`src/rtl/key_conditioner.sv`:
```
// Conditions raw active-low panel buttons into debounced levels and single-cycle
// press / release / long-press events for the washer control FSM.
module key_conditioner #(
   parameter int NUM_KEYS       = 4,
   parameter int DEBOUNCE_TICKS = 20,
   parameter int HOLD_TICKS     = 1000
) (
   input  logic                clk,
   input  logic                reset,
   input  logic                tick,
   input  logic [NUM_KEYS-1:0] key_n,
   output logic [NUM_KEYS-1:0] key_level,
   output logic [NUM_KEYS-1:0] key_press,
   output logic [NUM_KEYS-1:0] key_release,
   output logic [NUM_KEYS-1:0] key_long
);

   localparam int DW = $clog2(DEBOUNCE_TICKS + 1);
   localparam int HW = $clog2(HOLD_TICKS + 1);
   localparam logic [DW-1:0] D_LAST = DW'(DEBOUNCE_TICKS - 1);
   localparam logic [HW-1:0] H_LAST = HW'(HOLD_TICKS - 1);

   typedef enum logic [1:0] {
      RELEASED    = 2'd0,
      PRESS_CHK   = 2'd1,
      PRESSED     = 2'd2,
      RELEASE_CHK = 2'd3
   } key_state_e;

   logic [NUM_KEYS-1:0] sync1;
   logic [NUM_KEYS-1:0] sync2;
   logic [NUM_KEYS-1:0] s;

   // Synchronizer resets to all-ones so every key looks released out of reset.
   always_ff @(posedge clk or negedge reset) begin
      if (!reset) begin
         sync1 <= '1;
         sync2 <= '1;
      end else begin
         sync1 <= key_n;
         sync2 <= sync1;
      end
   end

   assign s = ~sync2;

   for (genvar k = 0; k < NUM_KEYS; k++) begin : g_key
      key_state_e    state;
      key_state_e    state_next;
      logic [DW-1:0] dcnt;
      logic [DW-1:0] dcnt_next;
      logic [HW-1:0] hcnt;
      logic [HW-1:0] hcnt_next;
      logic          long_done;
      logic          long_done_next;
      logic          level;
      logic          level_next;
      logic          press;
      logic          press_next;
      logic          rel;
      logic          rel_next;
      logic          lng;
      logic          lng_next;

      always_ff @(posedge clk or negedge reset) begin
         if (!reset) begin
            state     <= RELEASED;
            dcnt      <= '0;
            hcnt      <= '0;
            long_done <= 1'b0;
            level     <= 1'b0;
            press     <= 1'b0;
            rel       <= 1'b0;
            lng       <= 1'b0;
         end else begin
            state     <= state_next;
            dcnt      <= dcnt_next;
            hcnt      <= hcnt_next;
            long_done <= long_done_next;
            level     <= level_next;
            press     <= press_next;
            rel       <= rel_next;
            lng       <= lng_next;
         end
      end

      // A change of s always takes priority over a coincident tick.
      always_comb begin
         state_next     = state;
         dcnt_next      = dcnt;
         hcnt_next      = hcnt;
         long_done_next = long_done;
         level_next     = level;
         press_next     = 1'b0;
         rel_next       = 1'b0;
         lng_next       = 1'b0;
         case (state)
            RELEASED: begin
               if (s[k]) begin
                  state_next = PRESS_CHK;
                  dcnt_next  = '0;
               end
            end
            PRESS_CHK: begin
               if (!s[k]) begin
                  state_next = RELEASED;
               end else if (tick) begin
                  if (dcnt == D_LAST) begin
                     state_next     = PRESSED;
                     level_next     = 1'b1;
                     press_next     = 1'b1;
                     hcnt_next      = '0;
                     long_done_next = 1'b0;
                  end else begin
                     dcnt_next = dcnt + DW'(1);
                  end
               end
            end
            PRESSED: begin
               if (!s[k]) begin
                  state_next = RELEASE_CHK;
                  dcnt_next  = '0;
               end else if (tick && !long_done) begin
                  if (hcnt == H_LAST) begin
                     lng_next       = 1'b1;
                     long_done_next = 1'b1;
                  end else begin
                     hcnt_next = hcnt + HW'(1);
                  end
               end
            end
            RELEASE_CHK: begin
               if (s[k]) begin
                  state_next = PRESSED;
               end else if (tick) begin
                  if (dcnt == D_LAST) begin
                     state_next = RELEASED;
                     level_next = 1'b0;
                     rel_next   = 1'b1;
                  end else begin
                     dcnt_next = dcnt + DW'(1);
                  end
               end
            end
            default: begin
               state_next = RELEASED;
            end
         endcase
      end

      assign key_level[k]   = level;
      assign key_press[k]   = press;
      assign key_release[k] = rel;
      assign key_long[k]    = lng;
   end

endmodule

```
`config.mk`:
```
export PLATFORM = sky130hd
export DESIGN_NAME = key_conditioner
export DESIGN_NICKNAME = d
export VERILOG_FILES = /design/src/rtl/key_conditioner.sv
export SDC_FILE = /design/constraint.sdc
export NUM_CORES = 1
export LEC_CHECK = 0
export ABC_AREA = 0
export CORE_UTILIZATION = 50
export DETAILED_ROUTE_END_ITERATION = 16
export GPL_ROUTABILITY_DRIVEN = 0
export MAX_ROUTING_LAYER = met4
export PLACE_DENSITY = 0.64
export SETUP_SLACK_MARGIN = 0.1
export SLEW_MARGIN = 0
export SYNTH_ARGS = -nofsm -noshare
export SYNTH_HDL_FRONTEND = slang
export SYNTH_SLANG_ARGS = --single-unit
```
`constraint.sdc`:
```
create_clock -name clk -period 2.2 [get_ports clk]
set_input_delay 0.66 -clock clk [delete_from_list [all_inputs] [get_ports clk]]
set_output_delay 0.66 -clock clk [all_outputs]
set_load 0.005 [all_outputs]
```
## Word-level counts from Yosys, hierarchy flattened

Index checks and enable logic that the tools add are counted.

| cells by class | value |
|---|---|
| equality and inequality tests | 84 |
| reductions and logical operators | 40 |
| add/sub/neg operators | 8 |
| muxes and demuxes | 180 |
| bitwise gates (word level) | 1 |

Operators with widths:

| operator | number |
|---|---|
| $mux 10 | 24 |
| $mux 5 | 24 |
| $ne 2x2->1 const B | 48 |
| $reduce_and 7->1 | 12 |
| $mux 1 | 80 |
| $pmux 10 s2 | 4 |
| $pmux 5 s4 | 4 |
| $mux 2 | 32 |
| $ne 3x3->1 const B | 16 |
| $add 10x1->10 const B | 4 |
| $eq 10x10->1 const B | 4 |
| $pmux 2 s4 | 4 |
| $reduce_and 6->1 | 4 |
| $add 5x1->5 const B | 4 |
| $eq 5x5->1 const B | 4 |
| $eq 2x2->1 const B | 8 |
| $pmux 1 s2 | 8 |
| $reduce_and 4->1 | 4 |
| $reduce_bool 2->1 | 8 |
| $eq 2x1->1 const B | 4 |
| $logic_not 2->1 | 4 |
| $logic_and 1x1->1 | 4 |
| $logic_not 1->1 | 4 |
| $not 4->4 | 1 |

| storage, ports and cells | value |
|---|---|
| word-level logic and storage cells | 347 |
| flip-flop bits (word level) | 96 |
| output and inout port bits | 16 |

## Logic depth before layout (Yosys ltp)

Gate-level depths: netlist (run 1).

| logic depth | value |
|---|---|
| word-level depth | 5 |
| gate-level depth with buffers | 7 |
| gate-level depth less buffers | 6 |

## Worst setup path before layout (run 1)

Ideal clock, no wire load.

| timing path | value |
|---|---|
| path kind | input to register |
| start | input tick |
| end | register g_key[0].hcnt[5] |
| cell stages on the path | 4 |
| data arrival time | 1.809 ns |
| slack | 0.266 ns |
| cell sequence | or3b_4 -> nand2b_4 -> a221o_1 -> mux2_2 |

| on the way | value |
|---|---|
| cells in the longest elaborated chain, start to end | 3 |
| elaborated cells between the ends (all ways) | 4 |

RTL lines:

| item | RTL line | text |
|---|---|---|
| start, declared | 10 | `input logic tick,` |
| $logic_and 1x1->1 | 123 | `end else if (tick && !long_done) begin` |
| $ne 2x2->1 (no line) | n/a |  |
| $reduce_and 7->1 (no line) * | n/a |  |
| end signal, assigned | 78 | `hcnt <= hcnt_next;` |
| end, declared | 52 | `logic [HW-1:0] hcnt;` |

Mark *: on every way between the ends. The rest lies on a longest branch, timed or not.
A chain may end at the register's enable or synchronous reset.

## Worst setup path in the final report (run 1)

| timing path | value |
|---|---|
| start | register g_key[1].dcnt[1] |
| end | register g_key[1].hcnt[7] |

| on the way | value |
|---|---|
| cells in the longest elaborated chain, start to end | 3 |

RTL lines:

| item | RTL line | text |
|---|---|---|
| start, declared | 50 | `logic [DW-1:0] dcnt;` |
| start signal, assigned | 77 | `dcnt <= dcnt_next;` |
| $eq 5x5->1 | 108 | `if (dcnt == D_LAST) begin` |
| $ne 2x2->1 (no line) | n/a |  |
| $reduce_and 7->1 (no line) | n/a |  |
| end signal, assigned | 78 |  |
| end, declared | 52 |  |

No other way between the ends.

==> results of run 1 <==
-- critical path, stage by stage (launching register included) --
cell and delay, ns:
dfrtp_1 0.40, ha_1 0.20, and4bb_2 0.31, a2bb2oi_1 0.08, buf_4 0.18, or4_1 0.52
mux2i_1 0.13
-- power breakdown --
group          switching, uW  internal [uW]  total (uW)
Clock                    628            451        1080
Sequential               117           1880        1990
Combinational            165            177         342
Total                    910           2500        3420
-- path summary, 6_finish.rpt --
kind                       cells after the start          endpoint              from
max                                            6  g_key[1].hcnt[7]  g_key[1].dcnt[1]
min                                            1  g_key[2].hcnt[4]             reset
max in group asynchronous                      2          sync2[3]             reset
min reg2reg                                    0          sync2[1]          sync1[1]
max reg2reg                                    6  g_key[1].hcnt[7]  g_key[1].dcnt[1]
min in group clk                               0          sync2[1]          sync1[1]
-- state kept, by name, summed over array words and instances, names as in the netlist, named ones only --
name and count:
g_key.long_done 4, g_key.level 4, g_key.dcnt 20, g_key.hcnt 40, g_key.state 4, g_key.rel 4
g_key.press 4, g_key.lng 4, sync2 4, sync1 4
-- cell usage after synthesis (9+ instances only) --
cell type	count	area, um2
inv_1	15	56.30
dfrtp_1	88	2202
a31oi_1	15	93.84
and3_1	12	75.07
buf_4	17	127.6
xor2_1	14	122.6
mux2i_1	12	120.1
and2_1	9	56.30
nor2_1	37	138.9
a21oi_1	16	80.08
nand3_1	14	70.07
nand4_1	16	100.1
nand2_1	34	127.6
or3_1	10	62.56
o21ai_0	9	45.04
o2bb2ai_1	9	78.83
nand2b_1	13	81.33
-- kinds of logic (layout without fill, tap and decap cells) --
group	count (synthesis)	after routing	synth area share [%]
buffers and inverters	47	88	5.208
adders and majority gates	8	8	2.033
xor gates and xnor gates	20	20	3.557
DFF	96	96	48.98
and+or+nand+nor	191	191	22.10
AOI/OAI and AO/OA	95	95	14.30
muxes	18	18	3.811
-- metrics by stage --
step           TNS (ns)  area [um2]  setup slack (ns)
2_1_floorplan         0        4925            0.2662
3_3_place_gp     -5.408        5391           -0.2706
3_5_place_dp     -6.917        5391           -0.3002
4_1_cts               0        5577            0.1024
5_1_grt               0        5590            0.1293
6_report              0        5590            0.2625
-- layer usage --
layer,vias to the layer above,share of wire (%),GRT usage [%]
met5,-,0,-
met4,0,1.3,6.466
met3,9,2.5,3.313
met2,50,47,32.97
met1,1725,49,27.69
li1,1799,-,-
-- timing repair --
action / in CTS / in global routing
resized for setup: 1 / 4
setup buffers: 0 / 0
setup endpoints to repair: 1 / 21
cloned: 0 / 0
hold endpoints to repair: 0 / 0
-- cell type report --
class / instances / area [um2]
clock buffers: 11 / 141.4
flip-flops and latches: 96 / 2412
inverters: 15 / 56.30
multi-input cells: 332 / 2270
fillers: 807 / 3781
clock inverters: 5 / 41.29
well taps: 129 / 161.4
repair buffers: 57 / 508.0
==> results.yml, run 1 <==
finish:
  stdcell_count: 645
  nets: 526
  syn_to_final_growth_pct: 13.52
  layout-drive-gt1-share_pct: 15.70
  antenna_cells: 0
  final_common_cell: "dfrtp_1"
  final_cell_mix: "dfrtp_1 (88), nor2_1 (37), nand2_1 (34), buf_4 (34), clkdlybuf4s50_1 (20)"
  final_util_pct: 59.65
timing:
  fin_crit_ns: 1.937
  drv_slew: 0
  clock-skew-final_ns: 0.01559
  final_hold_viol_count: 0
  timing.fmax_ghz: 0.5161
  fin_crit_sh_pct: 88.07
  max-slew-margin-rel_pct: 65.81
  setup_viol_count_final: 0
  tightest_slew_ns: 0.5060
  rsz0062_at_grt: "false"
  hold_slack_ns: 0.2196
setup_path:
  cp_max_fo: 12
  endpoint_kind: "flip-flop"
  critPathKind: "reg2reg"
  crit_arrival_ns: 2.18
  cp.required_ns: 2.45
  rrSetupSlack_ns: 0.26
  worstSetupStartpointType: "flip-flop"
cts:
  cts_inserted_buffers: 9
  clk_path_buf_depth: 2
  cts_sinks: 96
  clock_latency_ns: 0.36
  path_clk_slew_ns: 0.10
  cts_max_level: 3
  cts_hold_buffers: 0
  tritoncts: "yes"
  root_buffer: "clkbuf_8"
synth:
  async_reset_ff_share_pct: 100.0
  syn_inst: 475
  synth_ff_type: "dfrtp_1"
  synth_area_um2: 4925
  synth_seq_cells: 96
  ys_seq_area_share_pct: 48.98
  synth_edf_count: 0
  ys_types: 69
  syn_area_per_cell_um2: 10.37
  yosys_warnings: 0
  syn_nets: 490
routing:
  via_per_inst: 5.555
  wl_per_cell_um: 14.38
  via_count: 3583
  dr.pass1.iters: 5
  drt_iter0_drc: 140
  drc_errors: 0
  wl_mm: 9.277
  postRouteAntennaNets: 0
power:
  powerDensity_nw_per_um2: 610.9
  leakage_uw: 0.002444
  peakVddDrop_mv: 0.3304
  total_power_uw: 3415
floorplan:
  rows: 35
  die_x_um: 101.2
  fp.dieH_um: 101.2
  ios: 23
  coreArea_um2: 9371
  initial_core_util_pct: 52.55
  die-area_um2: 10250
global_route:
  first_global_vias: 3513
  gr-usage-all-layers_pct: 20.87
  grt_overflow_total: 0
  grt_max_degree: 35
  antenna_found_initial: 0
  grt_pass1_wl_mm: 16.46
placement:
  port_buffers: 22
  placed_cells: 629
  hpwlAfterDp_mm: 6.537
status:
  status: "complete, no violations"
job:
  maxCapViolCount: 0
hold_path:
  hold_path_class: "in2async"
Note: power is estimated with default switching activity, not from simulation.
==> run 2, diff against run 1 <==
- CAP_MARGIN: default -> 40
- clock period: 2.2 -> 2 ns (I/O delays scaled with it)
==> run 2 against run 1 <==
Net effect: clock skew down 0.0021 ns; first-iteration DRC count down 14%; clock-buffer cell count increased by 2; core utilization rose by 2.4 points; cell area is 4.0% higher; sequential power up 10%; register-to-register slack lost 0.11 ns; die area unchanged; critical path type unchanged; critical endpoint unchanged.
==> results.yml, run 2 (synthesis gave the netlist of run 1 again) <==
timing:
  timing.fmax_ghz: 0.5405
  fin_crit_ns: 1.850
  rsz0062_at_grt: "false"
  clock-skew-final_ns: 0.01347
  tightest_slew_ns: 0.5349
  fin_crit_sh_pct: 92.50
  setup_viol_count_final: 0
  final_hold_viol_count: 0
  max-slew-margin-rel_pct: 64.09
  drv_slew: 0
finish:
  nets: 548
  syn_to_final_growth_pct: 18.06
  final_cell_mix: "dfrtp_1 (88), buf_4 (55), nor2_1 (37), nand2_1 (34), clkdlybuf4s50_1 (19)"
  fillers: 818
  final_common_cell: "dfrtp_1"
  layout-drive-gt1-share_pct: 19.89
  largest_reg_flops: 40
  top_register: "g_key.hcnt"
  final_util_pct: 62.04
  antenna_cells: 0
  reg_top3: "g_key.hcnt (40), g_key.dcnt (20)"
routing:
  via_per_inst: 5.597
  drc_errors: 0
  postRouteAntennaNets: 0
  dr.pass1.iters: 4
  wl_mm: 9.627
  wl_per_cell_um: 14.43
  via_count: 3733
  drt_iter0_drc: 121
placement:
  port_buffers: 22
  hpwlAfterDp_mm: 6.671
setup_path:
  worstSetupStartpointType: "flip-flop"
  cp.required_ns: 2.24
  endpoint_kind: "flip-flop"
  reg2reg_from: "g_key[1].dcnt[0]"
  rr_worst_depth: 6
  crit_arrival_ns: 2.09
  regToRegEndpoint: "g_key[1].hcnt[7]"
  rrSetupSlack_ns: 0.15
  critPathKind: "reg2reg"
  cp_max_fo: 6
power:
  total_power_uw: 3955
  powerDensity_nw_per_um2: 680.3
  peakVddDrop_mv: 0.3842
  leakage_uw: 0.002555
floorplan:
  initial_core_util_pct: 52.55
  die-area_um2: 10250
  coreArea_um2: 9371
  rows: 35
  die_x_um: 101.2
  ios: 23
  fp.dieH_um: 101.2
cts:
  tritoncts: "yes"
  cts_max_level: 3
  path_clk_slew_ns: 0.09
  cts_inserted_buffers: 9
  root_buffer: "clkbuf_8"
  cts_sinks: 96
  clock_latency_ns: 0.35
  clk_path_buf_depth: 2
hold_path:
  hold_path_class: "in2async"
global_route:
  antenna_found_initial: 0
  grt_overflow_total: 0
  grt_pass1_wl_mm: 16.46
  grt_max_degree: 37
  gr-usage-all-layers_pct: 20.95
  first_global_vias: 3612
status:
  status: "complete, no violations"
job:
  maxCapViolCount: 0
[run 2: through the flow]
step | setup slack [ns] | area (um2) | instances | hold WS [ns] | setup TNS, ns
after CTS | 0.1096 | 5684 | 658 | 0.1861 | 0
after floorplan | 0.1262 | 4925 | 475 | 0.3044 | 0
after detailed placement | -0.4308 | 5466 | 639 | 0.3491 | -12.50
after global placement | -0.4133 | 5466 | 639 | 0.3459 | -11.44
final | 0.1499 | 5814 | 667 | 0.1818 | 0
after global routing | 0.1008 | 5814 | 667 | 0.1953 | 0
[run 2: layout make-up]
cell class / count / area [um2] / share of cell area [%]
clock inverters: 3 / 42.54 / 0.7317
clock buffers: 13 / 148.9 / 2.561
well taps: 129 / 161.4 / 2.776
multi-input cells: 332 / 2317 / 39.85
repair buffers: 79 / 675.6 / 11.62
flip-flops and latches: 96 / 2412 / 41.49
inverters: 15 / 56.30 / 0.9684
[run 2: repair_timing]
item,4_1_cts,5_1_grt
setup endpoints to repair,21,23
resized for setup,2,11
hold buffers,0,0
pin swaps,1,4
setup buffers,3,9
[run 2: worst max path at each step]
stage | startpoint | endpoint | slack [ns] | cells after the start
after floorplan | tick | g_key[0].hcnt[5] | 0.13 | 4
after global placement | tick | g_key[0].hcnt[5] | -0.41 | 5
after detailed placement | tick | g_key[0].hcnt[5] | -0.43 | 5
after CTS | g_key[0].dcnt[0] | g_key[0].dcnt[1] | 0.11 | 5
after global routing | g_key[1].dcnt[0] | g_key[1].hcnt[7] | 0.10 | 6
final | g_key[1].dcnt[0] | g_key[1].hcnt[7] | 0.15 | 6
[run 2: worst max-delay path, stage by stage (launching register included)]
cell and delay (ns):
dfrtp_1 0.37, ha_2 0.19, and4bb_2 0.29, a2bb2oi_1 0.08
buf_4 0.16, or4_1 0.52, mux2i_1 0.14
[run 2: routing by layer]
layer / GRT usage [%] / vias to the layer above / share of wire, %
met5: - / - / 0
met4: 6.243 / 0 / 0.79
met3: 3.934 / 6 / 2.8
met2: 32.23 / 51 / 48
met1: 28.28 / 1834 / 49
li1: - / 1842 / -
[run 2: power by group]
part,internal [uW],switching (uW),total [uW]
Sequential,2060,126,2190
Combinational,272,220,493
Clock,614,658,1270
Total,2950,1000,3960
==> run 3, diff against run 2 <==
- PLACE_DENSITY: 0.64 -> 0.68
- RECOVER_POWER: default -> 100
==> run 3 against run 2 <==
Net effect: critical path type is now reg2out; clock skew fell by 0.0029 ns; via count about the same; cell area down 1.6%; critical path depth shrank 5; sequential power barely moved; combinational power fell by 18%; non-clock buffer count shrank 3; hold slack improved by 0.10 ns; total power grew 0.19%; sequential cell count unchanged.
==> results.yml, run 3 (synthesis gave the netlist of run 1 again) <==
setup_path:
  endpoint_kind: "output port"
  cp_slowest_cell: "dlygate4sd3_1"
  cp.required_ns: 1.40
  critPathBufInv: 1
  cp_max_fo: 1
  crit_arrival_ns: 1.32
  worst_path_dominant_cell_family: "buffers and inverters"
  crit_chain: "dlygate4sd3_1"
  critPathKind: "reg2out"
  worstSetupStartpointType: "flip-flop"
  cpPeakStageDelay_ns: 0.57
finish:
  syn_to_final_growth_pct: 16.16
  final_cell_mix: "dfrtp_1 (88), nor2_1 (37), buf_4 (37), nand2_1 (34)"
  fillers: 823
  nets: 545
  multi_input_area_um2: 2292
  final_util_pct: 61.04
  top_register: "g_key.hcnt"
  antenna_cells: 0
  stdcell_count: 664
  reg_top3: "g_key.hcnt (40), g_key.dcnt (20)"
  final_common_cell: "dfrtp_1"
  regArea_um2: 2412
  postLayoutCellArea_um2: 5720
  largest_reg_flops: 40
  layout-drive-gt1-share_pct: 16.82
floorplan:
  rows: 35
  coreArea_um2: 9371
  initial_core_util_pct: 52.55
  fp.dieH_um: 101.2
  ios: 23
  die-area_um2: 10250
  die_x_um: 101.2
global_route:
  gr-usage-all-layers_pct: 20.72
  antenna_found_initial: 0
  first_global_vias: 3530
  grt_pass1_wl_mm: 16.22
  grt_overflow_total: 0
  grt_max_degree: 31
routing:
  postRouteAntennaNets: 0
  wl_per_cell_um: 14.51
  drc_errors: 0
  dr.pass1.iters: 5
  drt_iter0_drc: 104
  via_per_inst: 5.623
  wl_mm: 9.632
  via_count: 3734
timing:
  tightest_slew_ns: 0.7653
  rsz0062_at_grt: "true"
  timing.fmax_ghz: 0.5212
  max-slew-margin-rel_pct: 48.98
  clock-skew-final_ns: 0.01062
  fin_crit_sh_pct: 95.93
  hold_slack_ns: 0.2817
  fin_crit_ns: 1.919
  final_hold_viol_count: 0
  drv_slew: 0
  setup_viol_count_final: 0
power:
  powerDensity_nw_per_um2: 692.8
  switching_share_pct: 26.14
  p_clk_share_pct: 34.6
  leakage_uw: 0.002552
  total_power_uw: 3963
  intPower_uw: 2927
  power_frac_seq_pct: 55.2
  peakVddDrop_mv: 0.4015
  switching_power_uw: 1036
  pwr-share-comb_pct: 10.2
cts:
  path_clk_slew_ns: 0.10
  tritoncts: "yes"
  clock_latency_ns: 0.37
  cts_hold_buffers: 0
  cts_sinks: 96
  cts_inserted_buffers: 9
  cts_max_level: 3
  root_buffer: "clkbuf_8"
  clk_path_buf_depth: 2
job:
  maxCapViolCount: 0
status:
  status: "complete, no violations"
placement:
  postPlaceCellArea_um2: 5512
  placed_cells: 645
  port_buffers: 22
  hpwlAfterDp_mm: 6.638
hold_path:
  hold_path_class: "in2async"
==> run 3: cell count changes in the layout (fill, tap and decap cells not counted), sizes merged, moves of 3 or more <==
| cell | before | now |
|---|---|---|
| clkdlybuf4s25 | 0 | 3 |
| buf | 58 | 38 |
| clkdlybuf4s50 | 19 | 1 |
| dlygate4sd3 | 0 | 16 |
| clkbuf | 13 | 28 |
==> run 3: final timing paths <==
check	start	to	slack, ns	cells after the start
setup / recovery	g_key[3].press	key_press[3]	0.08	1
hold / removal	reset	g_key[2].hcnt[5]	0.28	1
setup reg to reg	g_key[0].dcnt[1]	g_key[0].dcnt[1]	0.10	5
hold reg to reg	sync1[3]	sync2[3]	0.36	0
max in group asynchronous	reset	g_key[1].dcnt[4]	0.54	2
min in group clk	sync1[3]	sync2[3]	0.36	0
==> run 3: stage by stage <==
stage	setup TNS, ns	setup WS (ns)
finish	0	0.08146
global route	0	0.03297
CTS	0	0.1025
detailed placement	-16.06	-0.4526
global placement	-14.24	-0.4328
floorplan	0	0.1262
==> run 3: area by class of cell <==
class	instances	share of cell area, %
flip-flops and latches	96	42.17
well taps	129	2.822
clock buffers	11	2.647
inverters	15	0.9843
clock inverters	5	1.115
repair buffers	76	10.19
multi-input cells	332	40.07
==> run 3: layer usage <==
layer  routed length [um]  track usage, %  vias to the layer above
li1                     -               -                     1845
met1                 4728           28.29                     1831
met2                 4548           31.19                       46
met3                  210           3.313                       12
met4                  145           7.804                        0
met5                    0               -                        -
==> run 3: worst reg2reg max path, cell delays in order, from the launching register on <==
cell      delay (ns)
dfrtp_1         0.41
ha_1            0.24
and4bb_4        0.24
or3_4           0.40
mux2_1          0.32
a22o_1          0.18
==> run 3: power by group through the flow <==
stage,Sequential [uW],Combinational (uW),Clock [uW]
6_report,2190,405,1370
5_1_grt,2210,462,1480
4_1_cts,2190,400,1400
3_5_place_dp,2230,395,0
3_3_place_gp,2220,379,0
2_1_floorplan,2190,262,0
==> run 3: what timing repair did <==
item | CTS | global route
setup buffers | 0 | 3
endpoints found under the setup margin | 29 | 30
pin swaps | 0 | 3
resized for setup | 3 | 14
